## src/rtl/bus_pack_capture.sv

```systemverilog
// bus_pack_capture: latches request header/offset/size and packs the addressed sub-word of read data, replicated across the response bus
module bus_pack_capture #(
    parameter int in_width_p     = 32,
    parameter int out_width_p    = 64,
    parameter int header_width_p = 16,
    localparam int lg_bytes_lp   = $clog2(in_width_p / 8),
    localparam int size_width_lp = $clog2(lg_bytes_lp + 1)
) (
    input  logic                      clk_i,
    input  logic                      reset_n_i,
    input  logic                      v_i,
    input  logic [header_width_p-1:0] header_i,
    input  logic [lg_bytes_lp-1:0]    sel_i,
    input  logic [size_width_lp-1:0]  size_i,
    input  logic [in_width_p-1:0]     data_i,
    output logic [header_width_p-1:0] header_o,
    output logic [lg_bytes_lp-1:0]    sel_o,
    output logic [size_width_lp-1:0]  size_o,
    output logic [out_width_p-1:0]    data_o
);

    if (in_width_p != 32 && in_width_p != 64) begin : g_bad_in
        $error("in_width_p must be 32 or 64");
    end
    if (out_width_p < in_width_p || out_width_p % in_width_p != 0) begin : g_bad_out
        $error("out_width_p must be a multiple of in_width_p");
    end

    // capture register: async clear, load on v_i, otherwise hold
    always_ff @(posedge clk_i or negedge reset_n_i) begin
        if (!reset_n_i) begin
            header_o <= '0;
            sel_o    <= '0;
            size_o   <= '0;
        end else if (v_i) begin
            header_o <= header_i;
            sel_o    <= sel_i;
            size_o   <= size_i;
        end
    end

    // one replicated candidate per size code; codes beyond the word size collapse to the full word
    logic [out_width_p-1:0] rep [2**size_width_lp];

    for (genvar k = 0; k < 2**size_width_lp; k++) begin : g_sz
        localparam int kk    = (k > lg_bytes_lp) ? lg_bytes_lp : k;
        localparam int seg_w = 8 << kk;
        localparam int n_seg = in_width_p / seg_w;
        logic [n_seg-1:0][seg_w-1:0] segs;
        logic [seg_w-1:0]            seg;
        assign segs = data_i;
        if (kk < lg_bytes_lp) begin : g_idx
            assign seg = segs[sel_o[lg_bytes_lp-1:kk]];
        end else begin : g_full
            assign seg = segs[0];
        end
        assign rep[k] = {(out_width_p / seg_w){seg}};
    end

    assign data_o = rep[size_o];

endmodule

```

## config.mk

```make
export PLATFORM = sky130hd
export DESIGN_NAME = bus_pack_capture
export DESIGN_NICKNAME = d
export VERILOG_FILES = /design/src/rtl/bus_pack_capture.sv
export SDC_FILE = /design/constraint.sdc
export NUM_CORES = 1
export LEC_CHECK = 0
export ABC_AREA = 0
export BUFFER_PORTS_ARGS = -buffer_cell sky130_fd_sc_hd__buf_2
export CORE_MARGIN = 5
export CORE_UTILIZATION = 39
export CTS_CLUSTER_DIAMETER = 80
export CTS_CLUSTER_SIZE = 14
export DETAILED_ROUTE_END_ITERATION = 8
export PLACE_DENSITY = 0.87
export RECOVER_POWER = 25
export SYNTH_ARGS = -nofsm -noshare
export SYNTH_HDL_FRONTEND = slang
export SYNTH_SLANG_ARGS = --single-unit
```

## constraint.sdc

```tcl
create_clock -name clk_i -period 2 [get_ports clk_i]
set_clock_uncertainty 0.05 [all_clocks]
set_input_delay 0.3 -clock clk_i [delete_from_list [all_inputs] [get_ports clk_i]]
set_output_delay 0.3 -clock clk_i [all_outputs]
set_load 0.01 [all_outputs]
```

== Word-level counts from Yosys, hierarchy flattened ==
Cells that the tools add are included.

* Input bits: 55
* Register bits after elaboration: 20
* Word-level logic and storage cells: 14
* Output and inout bits: 84

* Multiplexer cells: 7
* Magnitude comparators: 3
* Bitwise operators: 1

{| class="wikitable"
|+ Operator list
! operator !! number
|-
| 64-bit binary-select mux with 2-bit select || 1
|-
| 64-bit two-way mux || 2
|-
| 16-bit two-way mux || 2
|-
| 8-bit binary-select mux with 2-bit select || 1
|-
| 8-bit two-way mux || 1
|-
| 3-bit greater-or-equal comparator (second input constant) || 1
|-
| 2-bit by 3-bit less-than comparator with 1-bit output (second input constant) || 1
|-
| 2-bit inverter with 3-bit output || 1
|-
| 1-bit by 2-bit less-than comparator with 1-bit output (second input constant) || 1
|}

== Depth between registers and ports, before layout ==
Gate-level depths: netlist (run 1).

* Depth after elaboration: 5
* Gate-level depth with buffers: 6
* Gate-level depth less buffers: 3

== Worst setup path before layout (run 1) ==
No wires, ideal clock.

* Path type: reg-to-output
* Start: reg sel_o[0]
* End: out data_o[32]
* Path slack: 0.139 ns
* Arrival: 1.511 ns
* Stages on the path, launching flop included: 6
* Cell sequence: dfrtp_1 nor2b_1 buf_2 mux2_2 o21ai_1 buf_4

* Longest elaborated chain between the ends: 5

{| class="wikitable"
|+ RTL lines
! item !! RTL line !! text
|-
| from (decl) || 17 || <nowiki>output logic [lg_bytes_lp-1:0] sel_o,</nowiki>
|-
| from (signal assigned) || 37 || <nowiki>sel_o <= sel_i;</nowiki>
|-
| 8-bit binary-select mux with 2-bit select || 53 || <nowiki>assign seg = segs[sel_o[lg_bytes_lp-1:kk]];</nowiki>
|-
| 8-bit two-way mux (implied by the code) || 53 ||
|-
| 64-bit binary-select mux with 2-bit select || 60 || <nowiki>assign data_o = rep[size_o];</nowiki>
|-
| 64-bit two-way mux (implied by the code) (2 in a row) || 60 ||
|-
| to (decl) || 19 || <nowiki>output logic [out_width_p-1:0] data_o</nowiki>
|}

Every way passes these cells. The select of a mux whose other input is x is not followed.

== Final worst setup path (run 1) ==
* Start: reg size_o[1]
* End: out data_o[8]

* Longest elaborated chain between the ends: 4

{| class="wikitable"
|+ RTL lines
! item !! RTL line !! text
|-
| from (decl) || 18 || <nowiki>output logic [size_width_lp-1:0] size_o,</nowiki>
|-
| from (signal assigned) || 38 || <nowiki>size_o <= size_i;</nowiki>
|-
| 2-bit inverter with 3-bit output (implied by the code) || 60 ||
|-
| 64-bit binary-select mux with 2-bit select || 60 ||
|-
| 64-bit two-way mux (implied by the code) (2 in a row) || 60 ||
|}

Every way passes these cells. The select of a mux whose other input is x is not followed.

==> results of run 1 <==
## where the power goes
part           switching, uW  total (uW)  internal (uW)  leakage [uW]
combinational            466         887            421       0.00106
sequential              28.6         475            446      0.000231
clock                    127         302            175     0.0000288
total                    622        1660           1040       0.00132
## cell type report
| cell class | instances | area [um^2] | share of cell area, % |
|---|---|---|---|
| clock buffer | 4 | 55.1 | 2.30 |
| multi-input combinational | 103 | 991 | 41.4 |
| sequential | 20 | 504 | 21.0 |
| tap | 50 | 62.6 | 2.61 |
| timing repair buffer | 148 | 783 | 32.7 |
## metal layers
layer,track usage (%),wire (um)
met5,0,0
met4,5.73,46
met3,3.74,597
met2,31.3,2590
met1,17.4,1700
## logic make-up (layout without fill, tap and decap cells)
logic type / count (synthesis) / after routing / synth area share (%)
AOI/OAI and AO/OA: 41 / 41 / 16.6
buffers and inverters: 43 / 152 / 19.3
DFF: 20 / 20 / 30.5
muxes: 44 / 44 / 29.2
and+or+nand+nor: 18 / 18 / 4.42
## final timing paths
check                      depth (start not counted)                      end
max                                                4                data_o[8]
max reg2reg                                        2    size_o[1]$_DFFE_PN0P_
min reg2reg                                        1  header_o[7]$_DFFE_PN0P_
min in group asynchronous                          2  header_o[2]$_DFFE_PN0P_
min                                                2  header_o[5]$_DFFE_PN0P_
max in group asynchronous                          2    size_o[0]$_DFFE_PN0P_
## metrics by stage
stage / utilization [%] / std cells / total power, uW / hold WS, ns
after CTS: 57.2 / 325 / 1630 / 0.216
after floorplan: - / 166 / 1060 / -0.0456
after global placement: 52.7 / 317 / 1250 / 0.212
after global routing: 59.5 / 325 / 1780 / 0.217
final: 59.5 / 325 / 1660 / 0.222
after detailed placement: 52.7 / 317 / 1270 / 0.214
## worst register-to-register path, stage by stage, from the launching register on
cell and delay (ns):
dfrtp_1 0.42, buf_4 0.26, mux2_2 0.30
## cells in the final DEF, fill, tap and decap left out, drive strengths merged
master / instances
o21bai: 1
nand2: 16
o22ai: 8
buf: 145
mux2i: 16
o21ai: 16
nor2b: 1
or3: 1
a21o: 16
mux2: 28
dlygate4sd3: 1
dfrtp: 20
clkbuf: 6
## flip-flops by register name, summed over array words and instances, names as in the netlist
| name | cells |
|---|---|
| header_o | 16 |
| sel_o | 2 |
| size_o | 2 |
## timing repair
| item | 4_1_cts | 5_1_grt |
|---|---|---|
| resized for setup | 23 | 20 |
| pin swaps | 3 | 7 |
| setup endpoints to repair | 64 | 64 |
| hold buffers | 1 | 0 |
| endpoints found under the hold margin | 20 | 0 |
| setup buffers | 3 | 0 |
==> metrics.cfg, run 1 <==
[run_status]
status = finished with violations
failed_checks = negative setup slack

[critical_path]
crit_start = size_o[1]$_DFFE_PN0P_
r2r-start = size_o[1]$_DFFE_PN0P_
crit_chain = or3_4, o22ai_2, a21o_1, buf_2
endpoint_kind = output port
required_ns = 1.65
critPathBufInv = 1
cp_max_fo = 8
cp_top_family = simple AND/OR/NAND/NOR gates
rrSetupSlack_ns = 0.86
worstSetupPathType = flop to output port
cp_slowest_cell = or3_4
critPathLaunchType = flop
arrival_ns = 1.66
slowest_delay_ns = 0.50

[sta]
setup_tns_ns = -0.0636
worst_slew_pin_slew_ns = 1.03
drv_slew = 0
finalSetupViolCount = 14
worst_slack_ns = -0.0120
fin_crit_sh_pct = 101
rsz0062_at_grt = yes
final.min_clock_period_ns = 2.01
hold_viol = 0
maxSlewHeadroom_pct = 31.0
fmax_mhz = 497

[floorplan]
ios = 139
die_h_um = 74.9
die_area_mm2 = 0.00561
dieWidth_um = 74.9
initial_utilization_pct = 40.8
placementRows = 23
core_mm2 = 0.00403

[power_and_ir_drop]
power_density_mw_per_mm2 = 695
ir_drop_uv = 546
p_leak_uw = 0.00132

[synth]
syn_avg_cell_area_um2 = 9.90
syn-num-nets = 221
synth-main-ff-cell = dfrtp_1
synth_area_leaders = dfrtp_1 30%, mux2_2 19%, buf_4 15%
synth_cells = 166
synthTopCellsByCount = 32 x buf_4, 27 x mux2_2, 20 x dfrtp_1
ys_ff_latch = 20
yosysSeqAreaShare_pct = 30.5
syn_area_mm2 = 0.00164
async_flop_share_pct = 100
synth_most_common_cell = buf_4
synth_top_area_share_pct = 30.5
yosys_warnings = 0
ys_types = 18
synth_edf_count = 0
yosys.area.top_type = dfrtp_1

[grt]
first_global_vias = 1666
grt_max_degree = 33
grt_overflow_total = 0
grtUsageTotal_pct = 16.4
antenna_found_initial = 0
grt_pass1_wl_mm = 7.23

[route]
wirelength_mm = 4.93
route.detailed.drc = 0
num_vias = 1637
drt_iter0_drc = 25
via_per_inst = 5.04
dr.pass1.iters = 4
ant_nets = 0
wire_per_inst_um = 15.2

[clock_tree]
cts_tree = built
clock_latency_ns = 0.25
htreeDepth = 1
clk_pin_slew_ns = 0.07
cts_buffer_depth = 2
cts.sinks = 20
cts_inserted_buffers = 3
cts_root_buf = clkbuf_8

[worst_hold_path]
hp-class = input port to flop
worstHoldStart = header_i[5]

[final_layout]
final_cell_area_mm2 = 0.00240
diodes = 0
layout-area-overhead-vs-synth_pct = 45.8
num-fill-cells = 358
drive_above_1_share_pct = 76.4
fin_nets = 331

[flow_run]
cap_violations = 0

[placed_design]
dp_slack_ns = 0.126
numPortBuffers = 138
place_area_mm2 = 0.00212
routabilityCongestion = 0.747
dp_hpwl_mm = 3.89

(Power assumes the default switching activity.)
==> run 2, diff against run 1 <==
==> constraint.sdc (replaced) <==
create_clock -name clk_i -period 2.3 [get_ports clk_i]
set_clock_uncertainty 0.05 [all_clocks]
set_input_delay 0.345 -clock clk_i [delete_from_list [all_inputs] [get_ports clk_i]]
set_output_delay 0.345 -clock clk_i [all_outputs]
set_load 0.01 [all_outputs]
==> metrics.cfg, run 2 (same netlist as run 1, synthesis figures left out) <==
[sta]
drv_slew = 0  ; unchanged
worst_slew_pin_slew_ns = 1.06  ; +0.0301 ns
setup_tns_ns = 0  ; +0.0636 ns
finalSetupViolCount = 0  ; -14
fin_crit_sh_pct = 94.4
fmax_mhz = 460
hold_viol = 0  ; unchanged
rsz0062_at_grt = no
final.min_clock_period_ns = 2.17
maxSlewHeadroom_pct = 29.0  ; -2.0 points

[clock_tree]
htreeDepth = 1  ; unchanged
cts_root_buf = clkbuf_8
clock_latency_ns = 0.25  ; about the same
cts_buffer_depth = 2  ; unchanged
post-cts-setup-buffers = 0  ; -3
cts.sinks = 20  ; unchanged
clk_pin_slew_ns = 0.07  ; about the same
cts_tree = built
cts_inserted_buffers = 3  ; unchanged

[final_layout]
layout-area-overhead-vs-synth_pct = 32.5
diodes = 0  ; unchanged
fin_nets = 326  ; -1.5%
final_common_cell = buf_2
reg_top3 = header_o: 16 flops, sel_o: 2 flops, size_o: 2 flops
top_register = header_o
final_cell_mix = 136 x buf_2, 27 x mux2_2, 19 x dfrtp_1
drive_above_1_share_pct = 65.9  ; -10 points
final_cell_area_mm2 = 0.00218  ; -9.1%
largest_reg_flops = 16  ; unchanged

[route]
num_vias = 1563  ; -4.5%
dr.pass1.iters = 4  ; unchanged
wire_per_inst_um = 15.0  ; -0.81%
route.detailed.drc = 0  ; unchanged
via_per_inst = 4.88  ; -3.0%
drt_iter0_drc = 40  ; +60%
ant_nets = 0  ; unchanged
wirelength_mm = 4.81  ; -2.3%

[grt]
first_global_vias = 1649  ; -1.0%
antenna_found_initial = 0  ; unchanged
grt_pass1_wl_mm = 7.33  ; +1.4%
grtUsageTotal_pct = 16.3  ; -0.060 points
grt_overflow_total = 0  ; unchanged
grt_max_degree = 33  ; unchanged

[placed_design]
place_area_mm2 = 0.00211  ; -0.71%
dp_hpwl_mm = 3.96  ; +1.9%
routabilityCongestion = 0.737  ; -1.3%
numPortBuffers = 138  ; unchanged

[power_and_ir_drop]
p_leak_uw = 0.00125  ; -5.3%
ir_drop_uv = 493  ; -9.6%
power_density_mw_per_mm2 = 619  ; -11%

[floorplan]
ios = 139  ; unchanged
placementRows = 23  ; unchanged
dieWidth_um = 74.9  ; unchanged
core_mm2 = 0.00403  ; unchanged
initial_utilization_pct = 40.8  ; unchanged
die_area_mm2 = 0.00561  ; unchanged
die_h_um = 74.9  ; unchanged

[worst_hold_path]
hp-class = input port to flop

[run_status]
status = completed

[critical_path]
cp_max_fo = 11  ; +3
arrival_ns = 1.78  ; +0.12 ns
crit_chain = buf_4, mux2i_1, mux2_2, o21ai_1, buf_2
endpoint_kind = output port
required_ns = 1.90  ; +0.25 ns
cp_top_family = flip-flops
critPathLaunchType = flop
slowest_delay_ns = 0.49  ; about the same
critPathBufInv = 2  ; +1
cp_slowest_cell = dfrtp_2
worstSetupPathType = flop to output port

[flow_run]
cap_violations = 0  ; unchanged

==> run 2: timing repair <==
| action | CTS | global route |
|---|---|---|
| hold endpoints to repair | 20 | 0 |
| setup endpoints to repair | 10 | 5 |
| hold buffers | 1 | 0 |
| pin swaps | 0 | 0 |
| gates cloned | 0 | 0 |
| resized for setup | 1 | 1 |
==> run 2: layer usage <==
layer,global-route usage [%],up-vias,part of all wire (%)
met5,0,-,0
met4,3.75,0,0.37
met3,4.81,2,13
met2,30.3,86,51
met1,18.3,712,36
li1,-,763,-
==> run 2: layout make-up <==
type | instances | area [um^2]
Multi-Input combinational cell | 103 | 830
Tap cell | 50 | 62.6
Fill cell | 366 | 1850
Sequential cell | 20 | 502
Clock buffer | 4 | 55.1
Timing Repair Buffer | 143 | 728
==> run 2: power breakdown <==
group	leakage [uW]	switching (uW)	internal, uW
Clock	0.0000288	107	152
Combinational	0.000985	363	311
Sequential	0.000233	26.5	387
Total	0.00125	497	850
==> run 2: metrics by stage <==
stage | setup WS (ns) | total power (uW) | hold WS [ns] | util, % | instances
after floorplan | 0.394 | 919 | -0.000591 | - | 166
after global placement | 0.359 | 1080 | 0.262 | 52.3 | 315
final | 0.128 | 1350 | 0.270 | 54.0 | 320
after CTS | 0.0891 | 1370 | 0.263 | 54.0 | 320
after global routing | 0.00188 | 1450 | 0.263 | 54.0 | 320
after detailed placement | 0.282 | 1100 | 0.262 | 52.3 | 315
==> run 2: final timing paths <==
| check | from | end | slack (ns) | depth (start not counted) |
|---|---|---|---|---|
| worst max-delay path | sel_o[1]$_DFFE_PN0P_ | data_o[21] | 0.13 | 5 |
| worst min-delay path | header_i[12] | header_o[12]$_DFFE_PN0P_ | 0.27 | 2 |
| worst max register to register | sel_o[1]$_DFFE_PN0P_ | sel_o[1]$_DFFE_PN0P_ | 1.14 | 2 |
| worst min register to register | header_o[7]$_DFFE_PN0P_ | header_o[7]$_DFFE_PN0P_ | 0.46 | 1 |
| max in group asynchronous | reset_n_i | sel_o[1]$_DFFE_PN0P_ | 0.77 | 2 |
| min in group asynchronous | reset_n_i | header_o[9]$_DFFE_PN0P_ | 0.75 | 2 |
